[src/rtl/i2c_result_tx_arbiter_pkg.sv]
`default_nettype none
// ============================================================================
// Module  : i2c_uart_pkg
// Purpose : Shared encodings, status byte layout and helper functions for the
//           I2C-result to UART transmit arbiter.
// Contents: in_kind encodings, op one-hot constants, op2 encodings, status_t,
//           output-slot state type, compact_fail(), op_to_op2().
// Revision: 1.0 - initial release
// ============================================================================
package i2c_uart_pkg;

  // in_kind encodings
  localparam logic [1:0] KIND_DEF   = 2'b01;
  localparam logic [1:0] KIND_INSTR = 2'b11;

  // Operation one-hot inputs
  localparam logic [3:0] OP_RD1 = 4'b0001;
  localparam logic [3:0] OP_RD2 = 4'b0010;
  localparam logic [3:0] OP_WR1 = 4'b0100;
  localparam logic [3:0] OP_WR2 = 4'b1000;

  // Compact 2-bit operation codes carried in the status byte
  localparam logic [1:0] OP2_RD1 = 2'b00;
  localparam logic [1:0] OP2_RD2 = 2'b01;
  localparam logic [1:0] OP2_WR1 = 2'b10;
  localparam logic [1:0] OP2_WR2 = 2'b11;

  typedef struct packed {
    logic [5:0] fail6;
    logic [1:0] op2;
  } status_t;

  typedef enum logic {
    S_IDLE = 1'b0,
    S_HOLD = 1'b1
  } out_state_t;

  // Bits 6 and 2 both report bus-level faults and share one status bit.
  function automatic logic [5:0] compact_fail(input logic [6:0] f);
    return {f[6] | f[2], f[5:3], f[1:0]};
  endfunction

  // Anything that is not exactly one-hot falls back to rd1.
  function automatic logic [1:0] op_to_op2(input logic [3:0] op);
    case (op)
      OP_RD1:  return OP2_RD1;
      OP_RD2:  return OP2_RD2;
      OP_WR1:  return OP2_WR1;
      OP_WR2:  return OP2_WR2;
      default: return OP2_RD1;
    endcase
  endfunction

endpackage
`default_nettype wire

[src/rtl/i2c_result_tx_arbiter_fifo.sv]
`default_nettype none
// ============================================================================
// Module  : result_fifo
// Purpose : Record FIFO for instruction results with registered level/flags.
// Ports   : clk, rst_n (async active-low), push/wr_data, pop/rd_data
//           (head is read combinationally), level, full, empty, almost_full.
// Revision: 1.0 - initial release
// ============================================================================
module result_fifo #(
  parameter int WIDTH     = 32,
  parameter int DEPTH     = 8,
  parameter int AFULL_LVL = 6
) (
  input  logic                       clk,
  input  logic                       rst_n,
  input  logic                       push,
  input  logic [WIDTH-1:0]           wr_data,
  input  logic                       pop,
  output logic [WIDTH-1:0]           rd_data,
  output logic [$clog2(DEPTH+1)-1:0] level,
  output logic                       full,
  output logic                       empty,
  output logic                       almost_full
);

  localparam int PTR_W = $clog2(DEPTH);
  localparam int LVL_W = $clog2(DEPTH+1);

  logic [WIDTH-1:0] mem [DEPTH];
  logic [PTR_W-1:0] wr_ptr;
  logic [PTR_W-1:0] rd_ptr;
  logic [LVL_W-1:0] level_nxt;
  logic             push_ok;
  logic             pop_ok;

  // Guard locally so a misbehaving caller cannot corrupt the pointers.
  assign push_ok = push && !full;
  assign pop_ok  = pop && !empty;
  assign rd_data = mem[rd_ptr];

  always_comb begin
    level_nxt = level;
    if (push_ok && !pop_ok) begin
      level_nxt = level + LVL_W'(1);
    end else if (pop_ok && !push_ok) begin
      level_nxt = level - LVL_W'(1);
    end
  end

  // Storage carries no reset; validity is tracked by the level counter.
  always_ff @(posedge clk) begin
    if (push_ok) begin
      mem[wr_ptr] <= wr_data;
    end
  end

  // DEPTH is a power of two, so pointer overflow is the modulo wrap.
  always_ff @(posedge clk or negedge rst_n) begin
    if (!rst_n) begin
      wr_ptr      <= '0;
      rd_ptr      <= '0;
      level       <= '0;
      full        <= 1'b0;
      empty       <= 1'b1;
      almost_full <= 1'b0;
    end else begin
      if (push_ok) wr_ptr <= wr_ptr + PTR_W'(1);
      if (pop_ok)  rd_ptr <= rd_ptr + PTR_W'(1);
      level       <= level_nxt;
      full        <= (level_nxt == LVL_W'(DEPTH));
      empty       <= (level_nxt == '0);
      almost_full <= (level_nxt >= LVL_W'(AFULL_LVL));
    end
  end

endmodule
`default_nettype wire

[src/rtl/i2c_result_tx_arbiter.sv]
`default_nettype none
// ============================================================================
// Module  : i2c_result_tx_arbiter
// Purpose : Queues I2C instruction results in a FIFO, keeps the newest default
//           read in a latest-value slot and presents one record at a time to
//           the UART over valid/ready, bounding default-read starvation.
// Ports   : clk, reset (async active-low)
//           in_valid/in_kind/in_data/in_addr/in_op/in_fail  - I2C results
//           out_valid/out_ready/out_data/out_addr/out_status - UART side
//           fifo_level/fifo_full/fifo_empty/almost_full      - FIFO status
//           overflow (sticky), drop_count (saturating)
// Revision: 1.0 - initial release
// ============================================================================
module i2c_result_tx_arbiter
  import i2c_uart_pkg::*;
#(
  parameter int DATA_W     = 16,
  parameter int ADDR_W     = 8,
  parameter int DEPTH      = 8,
  parameter int AFULL_LVL  = DEPTH - 2,
  parameter int STARVE_LIM = 4
) (
  input  logic                       clk,
  input  logic                       reset,
  input  logic                       in_valid,
  input  logic [1:0]                 in_kind,
  input  logic [DATA_W-1:0]          in_data,
  input  logic [ADDR_W-1:0]          in_addr,
  input  logic [7:0]                 in_op,
  input  logic [6:0]                 in_fail,
  output logic                       out_valid,
  input  logic                       out_ready,
  output logic [DATA_W-1:0]          out_data,
  output logic [ADDR_W-1:0]          out_addr,
  output logic [7:0]                 out_status,
  output logic [$clog2(DEPTH+1)-1:0] fifo_level,
  output logic                       fifo_full,
  output logic                       fifo_empty,
  output logic                       almost_full,
  output logic                       overflow,
  output logic [15:0]                drop_count
);

  localparam int REC_W = DATA_W + ADDR_W + 8;
  localparam int SC_W  = $clog2(STARVE_LIM + 1);

  out_state_t        state;
  status_t           instr_status;
  logic [REC_W-1:0]  rec_in;
  logic [REC_W-1:0]  head;
  logic [DATA_W-1:0] latest_data;
  status_t           latest_status;
  logic              pend;
  logic [SC_W-1:0]   starve_cnt;

  logic instr_in, def_in, push, starved, take_fifo, take_latest;
  logic slot_free, load, pop, consume;

  assign instr_in     = in_valid && (in_kind == KIND_INSTR);
  assign def_in       = in_valid && (in_kind == KIND_DEF);
  assign push         = instr_in && !fifo_full;
  assign instr_status = {compact_fail(in_fail), op_to_op2(in_op[3:0])};
  assign rec_in       = {in_data, in_addr, instr_status};

  // The FIFO wins unless it is empty or the pending default read has been
  // passed over STARVE_LIM times in a row.
  assign starved     = pend && (starve_cnt == SC_W'(STARVE_LIM));
  assign take_fifo   = !fifo_empty && !starved;
  assign take_latest = pend && !take_fifo;
  assign slot_free   = !out_valid || out_ready;
  assign load        = slot_free && (take_fifo || take_latest);
  assign pop         = load && take_fifo;
  assign consume     = load && take_latest;

  result_fifo #(
    .WIDTH     (REC_W),
    .DEPTH     (DEPTH),
    .AFULL_LVL (AFULL_LVL)
  ) u_fifo (
    .clk         (clk),
    .rst_n       (reset),
    .push        (push),
    .wr_data     (rec_in),
    .pop         (pop),
    .rd_data     (head),
    .level       (fifo_level),
    .full        (fifo_full),
    .empty       (fifo_empty),
    .almost_full (almost_full)
  );

  // Latest-value slot, starvation counter, drop counter and overflow flag.
  always_ff @(posedge clk or negedge reset) begin
    if (!reset) begin
      latest_data   <= '0;
      latest_status <= '0;
      pend          <= 1'b0;
      starve_cnt    <= '0;
      drop_count    <= '0;
      overflow      <= 1'b0;
    end else begin
      if (instr_in && fifo_full) overflow <= 1'b1;

      if (def_in) begin
        latest_data   <= in_data;
        latest_status <= {compact_fail(in_fail), OP2_RD2};
        // A fresh value arriving as the old one is taken out is a refill.
        pend          <= 1'b1;
        if (pend && !consume && (drop_count != 16'hFFFF)) begin
          drop_count <= drop_count + 16'd1;
        end
      end else if (consume) begin
        pend <= 1'b0;
      end

      if (!pend || consume) begin
        starve_cnt <= '0;
      end else if (pop) begin
        starve_cnt <= starve_cnt + SC_W'(1);
      end
    end
  end

  // Output slot: out_valid is high exactly in HOLD, and the record registers
  // only move on a load, so they stay frozen while stalled.
  always_ff @(posedge clk or negedge reset) begin
    if (!reset) begin
      state      <= S_IDLE;
      out_valid  <= 1'b0;
      out_data   <= '0;
      out_addr   <= '0;
      out_status <= '0;
    end else begin
      if (load) begin
        state     <= S_HOLD;
        out_valid <= 1'b1;
        if (take_fifo) begin
          out_data   <= head[REC_W-1 -: DATA_W];
          out_addr   <= head[8 +: ADDR_W];
          out_status <= head[7:0];
        end else begin
          out_data   <= latest_data;
          out_addr   <= '0;
          out_status <= latest_status;
        end
      end else if (state == S_HOLD && out_ready) begin
        state     <= S_IDLE;
        out_valid <= 1'b0;
      end
    end
  end

endmodule
`default_nettype wire

[config.mk]
export PLATFORM = sky130hd
export DESIGN_NAME = i2c_result_tx_arbiter
export DESIGN_NICKNAME = d
export VERILOG_FILES = /design/src/rtl/i2c_result_tx_arbiter_pkg.sv /design/src/rtl/i2c_result_tx_arbiter_fifo.sv /design/src/rtl/i2c_result_tx_arbiter.sv
export SDC_FILE = /design/constraint.sdc
export NUM_CORES = 1
export LEC_CHECK = 0
export CAP_MARGIN = 15
export CORE_AREA = 10 10 225 227
export CTS_BUF_LIST = sky130_fd_sc_hd__clkbuf_2 sky130_fd_sc_hd__clkbuf_4 sky130_fd_sc_hd__clkbuf_8
export DETAILED_ROUTE_END_ITERATION = 8
export DIE_AREA = 0 0 235 237
export GPL_ROUTABILITY_DRIVEN = 0
export PLACE_DENSITY = 0.46
export SLEW_MARGIN = 20
export SYNTH_ARGS = -nofsm -noshare
export SYNTH_HDL_FRONTEND = slang
export SYNTH_HIERARCHICAL = 1
export SYNTH_SLANG_ARGS = --single-unit
[constraint.sdc]
create_clock -name clk -period 4.03 [get_ports clk]
set_input_delay 0.806 -clock clk [delete_from_list [all_inputs] [get_ports clk]]
set_output_delay 0.806 -clock clk [all_outputs]
set_load 0.1 [all_outputs]
==> key figures, run 1 <==
Die
  • Die Width: about 240 um
  • Chip Height: about 240 um
  • Core box area: roughly 46000 sq um
  • Starting Density: roughly 30%
  • Cell Rows: 79
  • IO Count: slightly above 100
  • Die Area: ~56000 sq um

Synthesis
  • Register area share after synthesis: between 70 and 80%
  • Synth Cell Area: roughly 14000 sq um
  • Synth cell types: 55
  • Syn avg cell area: roughly 20 sq um
  • Synth Register Bits: approximately 350
  • Ys async rst share: between 20% and 30%
  • Number of flops mapped to enable cells by yosys: ~260
  • Share of the synthesized area in the top cell type: between 50% and 60%
  • Mapped Cells: 688
  • Synth area leader: edfxtp_1
  • Post-synth top flop: edfxtp_1
  • Ys Warns: 6
  • Net Count, Synth: 740
  • Largest cells by area after synthesis: edfxtp_1, dfrtp_1, mux4_2, mux4_1, mux2_2

Finish
  • Layout Nets: 887
  • Area Growth Syn to Fin: 22.2%
  • Diodes inserted: 0
  • Util after Layout: 36.4%
  • Layout cells sized above 1: around 28%
  • Commonest cells after routing, fill and taps aside: edfxtp_1, clkdlybuf4s50_1, dfrtp_1
  • Most common cell after layout, fill and taps aside: edfxtp_1

Detailed routing
  • Post-route ant nets: 0
  • DRT Pass-1 Iters: 5
  • DRC viols: 0
  • Detailed-route via count: about 6900
  • DR WL/cell: approximately 21 um
  • Drt via density: 4.60
  • Initial drt markers: around 430
  • WL final: around 31000 um

Hold path
  • Worst Hold Class: primary input to asynchronous set/reset pin

Critical path
  • Setup Crit Path Kind: flip-flop to output port
  • Worst path depth: 1
  • Critical R2R Launch: u_fifo/rd_ptr[0]$_DFFE_PN0P_
  • Worst path max stage delay: ~1.2 ns
  • CP required: 3.22 ns
  • Crit-path max FO: 4
  • Worst path cell trace: clkdlybuf4s50_1
  • Critical path data arrival time: 2.40 ns
  • Worst Path Buf+Inv: 1
  • FF-to-FF path depth: 5
  • Max stage delay cell, worst path: clkdlybuf4s50_1
  • Worst Setup SP: u_fifo/empty$_DFF_PN1_
  • R2r setup slk: roughly 1.5 ns
  • FF-to-FF End: out_data[0]$_DFFE_PN0N_
  • Setup crit end kind: output port
  • CP top delay family: buffers and inverters
  • Setup crit start kind: flip-flop
  • Worst setup path end: fifo_empty

Global routing
  • GR Util met1: approximately 14%
  • GRT Overall Usage: between 10% and 20%
  • Global-route wire length before repair: 47900 um
  • Initial antenna violation count: 1
  • Grt met3 use: ~2.5%
  • Vias in the first global route: about 7600
  • Most used routing layer: met2
  • Largest net degree at the start of global routing: 63
  • Grt ovf: 0
  • GR Util met2: 19.2%

Timing
  • Final setup vio count: 0
  • Worst clock skew: roughly 0.026 ns
  • Pins Over Slew Limit: 0
  • Slew @ Worst Pin: between 1 and 1.5 ns
  • Final worst slack: 0.823 ns
  • Max_slew headroom: between 30 and 40%
  • Final Hold Fails: 0
  • Total negative slack: 0 ns
  • Fin crit share: about four fifths
  • Shortest period the worst path allows: around 3.2 ns
  • Hold_ws: between 0.2 and 0.3 ns
  • RSZ-0062 raised after global routing: no
  • Maximum clock rate: 312 MHz

CTS
  • Post-cts resize count: 0
  • Root Driver: clkbuf_8
  • Clk Latency, worst-skew pair: 0.65 ns
  • H-tree depth: 2
  • # hold bufs at CTS: 0
  • Clock Pin Slew Worst Setup and Hold Paths: 0.06 ns
  • Cts bufs inserted: 59
  • CTS tree: built
  • Setup bufs post-CTS: 0
  • Max Root-Sink Buffers: 3
  • Clock Sink Count: roughly 350

Power and ir drop
  • PD cells: 727 nW/um^2
  • Worst-case vdd ir drop: 0.000505 V
  • Leakage power: a little under 6 nW
  • Overall Power: roughly 12 mW

Place
  • Port bufs: slightly below 100
  • Post-DP HPWL: 18000 um
  • Pre-CTS WS: roughly 0.72 ns

Status
  • Status: finished, final reports clean

Job
  • Max Cap Viol: 0
## stage by stage
| stage | area (sq um) | cells |
|---|---|---|
| global route | 16800 | 1493 |
| floorplan | 13700 | 688 |
| global placement | 15600 | 1381 |
| finish | 16800 | 1493 |
| CTS | 16800 | 1493 |
| detailed placement | 15600 | 1381 |
## report_power, final
group	leakage [nW]	internal (mW)	switching, mW
clock network	0.651	1.76	1.45
registers	3.41	4.26	0.443
logic	1.89	1.60	2.69
## routing by layer
metal | wire length [um] | vias to the layer above
met5 | 7 | -
li1 | - | 3094
met4 | 698 | 2
met2 | 15900 | 135
met3 | 1360 | 50
met1 | 13300 | 3588
## worst min path at each step
stage / to / cells past startpoint / from
finish: drop_count[14]$_DFFE_PN0P_ / 1 / reset
global route: drop_count[14]$_DFFE_PN0P_ / 1 / reset
floorplan: latest_status[0]$_DFFE_PN0P_ / 1 / latest_status[0]$_DFFE_PN0P_
global placement: overflow$_DFFE_PN0P_ / 1 / overflow$_DFFE_PN0P_
detailed placement: overflow$_DFFE_PN0P_ / 1 / overflow$_DFFE_PN0P_
CTS: out_status[0]$_DFFE_PN0N_ / 1 / reset
## logic make-up after synthesis
kind of cell,share of synthesized area [%]
compound gates,2.99
xor+xnor,1.58
fa+ha+maj,0.638
buf+inv,2.57
flops,72.4
mux,15.8
simple gates,4.02
## flip-flops by register name (all words and copies together), names as in the netlist, 3 cells and up
name           flops
u_fifo/mem       256
drop_count        16
latest_data       16
out_data          16
out_addr           8
out_status         8
latest_status      7
u_fifo/level       4
starve_cnt         3
u_fifo/rd_ptr      3
u_fifo/wr_ptr      3
## synthesized netlist by cell type, types with 2 or more instances
| cell type | number |
|---|---|
| a22oi_1 | 2 |
| ha_1 | 7 |
| nor2_1 | 12 |
| dfrtp_1 | 89 |
| nand3b_1 | 2 |
| mux4_1 | 25 |
| and2_1 | 2 |
| mux4_2 | 39 |
| xor2_1 | 17 |
| nor2b_1 | 3 |
| nand2b_1 | 5 |
| buf_6 | 7 |
| nor3b_1 | 2 |
| edfxtp_1 | 256 |
| nand4_1 | 7 |
| nor3_1 | 9 |
| and3_1 | 3 |
| a222oi_1 | 23 |
| buf_2 | 10 |
| inv_1 | 28 |
| buf_12 | 2 |
| a22o_1 | 10 |
| nor4_2 | 4 |
| nor4_1 | 4 |
| nor4_4 | 2 |
| nand2_1 | 17 |
| buf_8 | 2 |
| nand3_1 | 3 |
| mux2_2 | 56 |
| clkbuf_1 | 10 |
| xnor2_1 | 6 |
## area by class of cell
class / instances / area, sq um
fill: 4291 / 29400
sequential: 346 / 9950
multi-input combinational: 281 / 3530
timing repair buffer: 118 / 1230
clock buffer: 75 / 957
tap: 607 / 759
clock inverter: 37 / 264
inverter: 29 / 109
(Power assumes the default switching activity.)
==> run 2: changes to the inputs <==
==> constraint.sdc (replaced) <==
create_clock -name clk -period 3.26 [get_ports clk]
set_input_delay 0.652 -clock clk [delete_from_list [all_inputs] [get_ports clk]]
set_output_delay 0.652 -clock clk [all_outputs]
set_load 0.1 [all_outputs]
==> key figures, run 2 (same netlist as run 1, synthesis figures left out) <==
Status
  • Status: finished, final reports clean

Global routing
  • Initial antenna violation count: 1 (unchanged)
  • Vias in the first global route: 7429 (-2.8%)
  • Largest net degree at the start of global routing: 58 (-7.9%)
  • Grt ovf: 0 (unchanged)
  • Global-route wire length before repair: 47000 um (-1.8%)
  • GRT Overall Usage: 10.9% (-0.25 points)

CTS
  • Root Driver: clkbuf_8
  • Post-cts resize count: 0 (unchanged)
  • Clock Pin Slew Worst Setup and Hold Paths: 0.06 ns (about the same)
  • CTS tree: built
  • Clock Sink Count: 346 (unchanged)
  • H-tree depth: 2 (unchanged)
  • Clk Latency, worst-skew pair: 0.63 ns (-0.02 ns)
  • Cts bufs inserted: 59 (unchanged)
  • Max Root-Sink Buffers: 3 (unchanged)
  • # hold bufs at CTS: 1 (+1)
  • Setup bufs post-CTS: 0 (unchanged)

Power and ir drop
  • PD cells: 894 nW/um^2 (+23%)
  • Worst-case vdd ir drop: 0.000510 V (+0.92%)
  • Overall Power: 14.9 mW (+22%)
  • Leakage power: 6.04 nW (+1.5%)

Die
  • Chip Height: 237 um (unchanged)
  • IO Count: 102 (unchanged)
  • Cell Rows: 79 (unchanged)
  • Core box area: 46200 sq um (unchanged)
  • Starting Density: 29.8% (unchanged)
  • Die Width: 235 um (unchanged)
  • Die Area: 55700 sq um (unchanged)

Critical path
  • CP top delay family: flip-flops
  • FF-to-FF End: out_data[9]$_DFFE_PN0N_
  • Worst Setup SP: u_fifo/rd_ptr[0]$_DFFE_PN0P_
  • Critical R2R Launch: u_fifo/rd_ptr[0]$_DFFE_PN0P_
  • Setup crit end kind: flip-flop
  • Worst Path Buf+Inv: 2 (+1)
  • Setup crit start kind: flip-flop
  • Worst setup path end: out_data[9]$_DFFE_PN0N_
  • Critical path data arrival time: 3.01 ns (+0.61 ns)
  • Worst path depth: 5 (+4)
  • CP required: 3.77 ns (+0.55 ns)
  • Worst path max stage delay: 0.84 ns (-0.32 ns)
  • Max stage delay cell, worst path: dfrtp_4
  • R2r setup slk: 0.76 ns (-0.75 ns)
  • FF-to-FF path depth: 5 (unchanged)
  • Setup Crit Path Kind: flip-flop to flip-flop
  • Worst path cell trace: buf_4, mux4_2, mux2_2, a222oi_1, inv_1
  • Crit-path max FO: 32 (+28)

Finish
  • Final instance area: 16700 sq um (-0.49%)
  • Fill cell count: 4296 (+0.12%)
  • Multi-input gate area: 3530 sq um (unchanged)
  • Layout cells sized above 1: 33.7% (+5.9 points)
  • Layout Nets: 891 (+0.45%)
  • Commonest cells after routing, fill and taps aside: edfxtp_1, dfrtp_1, buf_4
  • Largest register by flop count: u_fifo/mem
  • Number of flip-flops under the largest register name: 256 (unchanged)
  • Area Growth Syn to Fin: 21.6%
  • Most common cell after layout, fill and taps aside: edfxtp_1
  • Storage cell area: 9950 sq um (unchanged)
  • Diodes inserted: 0 (unchanged)

Place
  • Pre-CTS WS: 0.294 ns (-0.424 ns)
  • Placed cell areas: 15500 sq um (-0.45%)
  • Post-DP HPWL: 17800 um (-1.3%)
  • Port bufs: 97 (unchanged)

Detailed routing
  • Detailed-route via count: 6918 (+0.71%)
  • Drt via density: 4.62 (+0.44%)
  • DRT Pass-1 Iters: 5 (unchanged)
  • WL final: 30800 um (-1.5%)
  • DR WL/cell: 20.6 um (-1.7%)
  • DRC viols: 0 (unchanged)
  • Initial drt markers: 350 (-18%)
  • Post-route ant nets: 0 (unchanged)

Timing
  • Worst clock skew: 0.0124 ns (-0.0134 ns)
  • Hold_ws: 0.471 ns (+0.174 ns)
  • Slew @ Worst Pin: 0.736 ns (-0.300 ns)
  • Maximum clock rate: around 400 MHz
  • Fin crit share: roughly 77%
  • Final Hold Fails: 0 (unchanged)
  • Max_slew headroom: 50.6% (+20 points)
  • Final setup vio count: 0 (unchanged)
  • Pins Over Slew Limit: 0 (unchanged)
  • Final worst slack: 0.763 ns (-0.0601 ns)
  • Shortest period the worst path allows: 2.50 ns
  • RSZ-0062 raised after global routing: no

Hold path
  • Worst Hold Class: flip-flop to flip-flop

Job
  • Max Cap Viol: 0 (unchanged)
## run 2: metrics by stage
stage / instances / setup TNS, ns / util, %
floorplan: 688 / -10.52 / -
global placement: 1384 / 0 / 33.6
detailed placement: 1384 / 0 / 33.6
CTS: 1497 / 0 / 36.2
global route: 1497 / 0 / 36.2
finish: 1497 / 0 / 36.2
## run 2: area by class of cell
type	instances	share of cell area, %
clock inverters	27	0.846
inverters	29	0.652
multi-input cells	281	21.1
repair buffers	122	6.98
clock buffers	85	6.33
flip-flops and latches	346	59.5
well taps	607	4.55
## run 2: worst min path at each step
stage	start	endpoint	cells past startpoint
finish	overflow$_DFFE_PN0P_	overflow$_DFFE_PN0P_	1
detailed placement	overflow$_DFFE_PN0P_	overflow$_DFFE_PN0P_	1
CTS	overflow$_DFFE_PN0P_	overflow$_DFFE_PN0P_	1
global placement	overflow$_DFFE_PN0P_	overflow$_DFFE_PN0P_	1
floorplan	reset	drop_count[0]$_DFFE_PN0P_	0
global route	overflow$_DFFE_PN0P_	overflow$_DFFE_PN0P_	1
## run 2: power breakdown
part	switching (mW)	internal [mW]
logic	3.37	1.92
registers	0.510	5.26
clock network	1.72	2.16
total	5.60	9.34
## run 2: layer usage
| metal | up-vias | part of all wire (%) | global-route usage [%] |
|---|---|---|---|
| li1 | 3118 | - | - |
| met1 | 3608 | 43 | 13.5 |
| met2 | 139 | 50 | 18.4 |
| met3 | 51 | 4.3 | 2.94 |
| met4 | 2 | 1.8 | 3.36 |
| met5 | - | 0.042 | 0 |
==> run 3: changes to the inputs <==
--- a/config.mk
+++ b/config.mk
@@ -11,7 +11,7 @@
 export DETAILED_ROUTE_END_ITERATION = 8
 export DIE_AREA = 0 0 235 237
 export GPL_ROUTABILITY_DRIVEN = 0
-export PLACE_DENSITY = 0.46
+export PLACE_DENSITY = 0.48
 export SLEW_MARGIN = 20
 export SYNTH_ARGS = -nofsm -noshare
 export SYNTH_HDL_FRONTEND = slang
==> constraint.sdc (replaced) <==
create_clock -name clk -period 2.1 [get_ports clk]
set_input_delay 0.42 -clock clk [delete_from_list [all_inputs] [get_ports clk]]
set_output_delay 0.42 -clock clk [all_outputs]
set_load 0.1 [all_outputs]
==> key figures, run 3 (same netlist as run 1, synthesis figures left out) <==
Detailed routing
  • Initial drt markers: 413 (+18%)
  • DRC viols: 0 (unchanged)
  • Detailed-route via count: 7024 (+1.5%)
  • WL final: 32100 um (+4.1%)
  • Post-route ant nets: 0 (unchanged)
  • Drt via density: 4.56 (-1.3%)
  • DRT Pass-1 Iters: 5 (unchanged)
  • DR WL/cell: 20.8 um (+1.2%)

Place
  • Placed cell areas: 16000 sq um (+3.0%)
  • Placed insts: 1413 (+2.1%)
  • Pre-CTS WS: -0.378 ns (-0.672 ns)
  • Post-DP HPWL: 19700 um (+11%)
  • Port bufs: 97 (unchanged)

Global routing
  • GRT Overall Usage: 11.4% (+0.43 points)
  • Initial antenna violation count: 0 (-1)
  • Grt ovf: 0 (unchanged)
  • Global-route wire length before repair: 48700 um (+3.5%)
  • Vias in the first global route: 7652 (+3.0%)
  • Largest net degree at the start of global routing: 91 (+57%)

Die
  • Die Width: 235 um (unchanged)
  • Starting Density: 29.8% (unchanged)
  • IO Count: 102 (unchanged)
  • Die Area: 55700 sq um (unchanged)
  • Chip Height: 237 um (unchanged)
  • Core box area: 46200 sq um (unchanged)
  • Cell Rows: 79 (unchanged)

Finish
  • Final instance area: 17400 sq um (+4.0%)
  • Area Growth Syn to Fin: 26.5%
  • Layout Nets: 933 (+4.7%)
  • Number of flip-flops under the largest register name: 256 (unchanged)
  • Largest register by flop count: u_fifo/mem
  • Layout cells sized above 1: 40.3% (+6.6 points)
  • Cell Count, Final, Fillers Out: 1540 (+2.9%)
  • Commonest cells after routing, fill and taps aside: edfxtp_1, buf_4, dfrtp_1
  • Most common cell after layout, fill and taps aside: edfxtp_1
  • Fill cell count: 4269 (-0.63%)
  • Diodes inserted: 0 (unchanged)
  • Util after Layout: 37.6% (+1.4 points)

Critical path
  • Setup Crit Path Kind: flip-flop to flip-flop
  • Critical R2R Launch: u_fifo/rd_ptr[0]$_DFFE_PN0P_
  • Crit-path max FO: 5 (-84%)
  • Setup crit start kind: flip-flop
  • R2r setup slk: -0.0007 ns (-0.76 ns)
  • Worst path max stage delay: 0.52 ns (-0.32 ns)
  • Worst setup path end: out_data[10]$_DFFE_PN0N_
  • Setup crit end kind: flip-flop
  • FF-to-FF path depth: 6 (+1)
  • Worst path cell trace: buf_12, buf_12, mux4_2, mux2_2, a222oi_1, inv_1
  • Critical path data arrival time: 2.60 ns (-0.41 ns)
  • Worst Setup SP: u_fifo/rd_ptr[0]$_DFFE_PN0P_
  • Max stage delay cell, worst path: mux4_2
  • FF-to-FF End: out_data[10]$_DFFE_PN0N_
  • CP most frequent cell: buf_12
  • CP required: 2.60 ns (-1.17 ns)

Timing
  • Final Hold Fails: 0 (unchanged)
  • Pins Over Slew Limit: 0 (unchanged)
  • Fin crit share: 100% (+23 points)
  • Shortest period the worst path allows: 2.10 ns (-0.396 ns)
  • Worst clock skew: 0.0340 ns (+0.0216 ns)
  • RSZ-0062 raised after global routing: yes
  • Max_slew headroom: 35.6% (-15 points)
  • Slew @ Worst Pin: 0.959 ns (+0.223 ns)
  • Final setup vio count: 1 (+1)
  • Final worst slack: -0.000656 ns (-0.764 ns)
  • Maximum clock rate: 476 MHz (+19%)

CTS
  • Clock Pin Slew Worst Setup and Hold Paths: 0.06 ns (about the same)
  • Clock Sink Count: 346 (unchanged)
  • Cts bufs inserted: 61 (+3.4%)
  • H-tree depth: 2 (unchanged)
  • Clk Latency, worst-skew pair: 0.64 ns (about the same)
  • CTS tree: built
  • Max Root-Sink Buffers: 3 (unchanged)
  • Root Driver: clkbuf_8

Power and ir drop
  • Clock network power share: 25.7% (-0.3 points)
  • Logic gate share of total power: 38.6% (+3.2 points)
  • Sw Share: 37.1% (-0.36 points)
  • Sequential share of power: 35.8% (-2.8 points)
  • PD cells: 1410 nW/um^2 (+58%)
  • P_sw: 9.09 mW (+62%)
  • Internal Power: 15.4 mW (+65%)
  • Leakage power: 6.32 nW (+4.7%)
  • Worst-case vdd ir drop: 0.000877 V (+72%)
  • Overall Power: 24.5 mW (+64%)

Status
  • Status: finished, violations left
  • Failing checks: negative setup slack

Job
  • Max Cap Viol: 0 (unchanged)

Hold path
  • Worst Hold Class: primary input to asynchronous set/reset pin
==> run 3: changes by cell type in the layout (fill, tap and decap cells not counted), moves of 4 or more <==
cell,previous run,this run
clkinv_2,4,10
dfrtp_2,1,6
buf_4,70,89
buf_12,12,29
clkbuf_4,18,13
mux2_2,56,49
mux2_4,0,7
mux4_1,25,9
dfrtp_1,87,80
clkbuf_8,67,63
mux4_2,39,55
==> run 3: power by group through the flow <==
stage,combinational [mW],sequential [mW],clock [mW]
2_1_floorplan,3.72,11.7,0
3_3_place_gp,8.97,8.92,0
3_5_place_dp,9.02,8.94,0
4_1_cts,9.43,8.77,6.55
5_1_grt,10.0,8.87,6.85
6_report,9.44,8.76,6.29
==> run 3: critical path: cells and delay by family, from the launching register on <==
family | cells | cell delay, ns
multiplexers | 2 | 0.81
buffers and inverters | 3 | 0.37
flip-flops | 1 | 0.45
AO/OA/AOI/OAI | 1 | 0.35
==> run 3: worst min path at each step <==
stage / end / slack, ns / cells past startpoint / from
after CTS: drop_count[12]$_DFFE_PN0P_ / 0.37 / 3 / reset
after global routing: drop_count[10]$_DFFE_PN0P_ / 0.38 / 3 / reset
after detailed placement: overflow$_DFFE_PN0P_ / 0.47 / 1 / overflow$_DFFE_PN0P_
final: drop_count[14]$_DFFE_PN0P_ / 0.36 / 3 / reset
after global placement: overflow$_DFFE_PN0P_ / 0.46 / 1 / overflow$_DFFE_PN0P_
after floorplan: drop_count[0]$_DFFE_PN0P_ / 0.12 / 0 / reset
==> run 3: routing by layer <==
metal  up-vias  GRT usage (%)  routed length, um
li1       3177              -                  -
met1      3660           14.6              14600
met2       133           18.4              15500
met3        54           3.03               1340
met4         0           3.52                667
met5         -              0                  0
==> run 3: area by class of cell <==
class	count	area [sq um]	area share, %
flip-flops and latches	346	9960	57.3
multi-input cells	281	3560	20.5
repair buffers	162	1740	10.0
clock buffers	76	965	5.55
well taps	607	759	4.37
clock inverters	39	279	1.61
inverters	29	109	0.627
==> run 3: through the flow <==
stage | setup TNS (ns) | hold WS, ns
2_1_floorplan | -20.43 | 0.124
3_3_place_gp | -91.21 | 0.463
3_5_place_dp | -89.00 | 0.469
4_1_cts | -0.0317 | 0.366
5_1_grt | -1.09 | 0.382
6_report | -0.000656 | 0.362
==> run 3: what timing repair did <==
item,4_1_cts,5_1_grt
hold buffers,1,0
gates cloned,2,1
pin swaps,2,7
buffers inserted,8,1
setup endpoints to repair,18,26
resized for setup,12,21
hold endpoints to repair,89,0
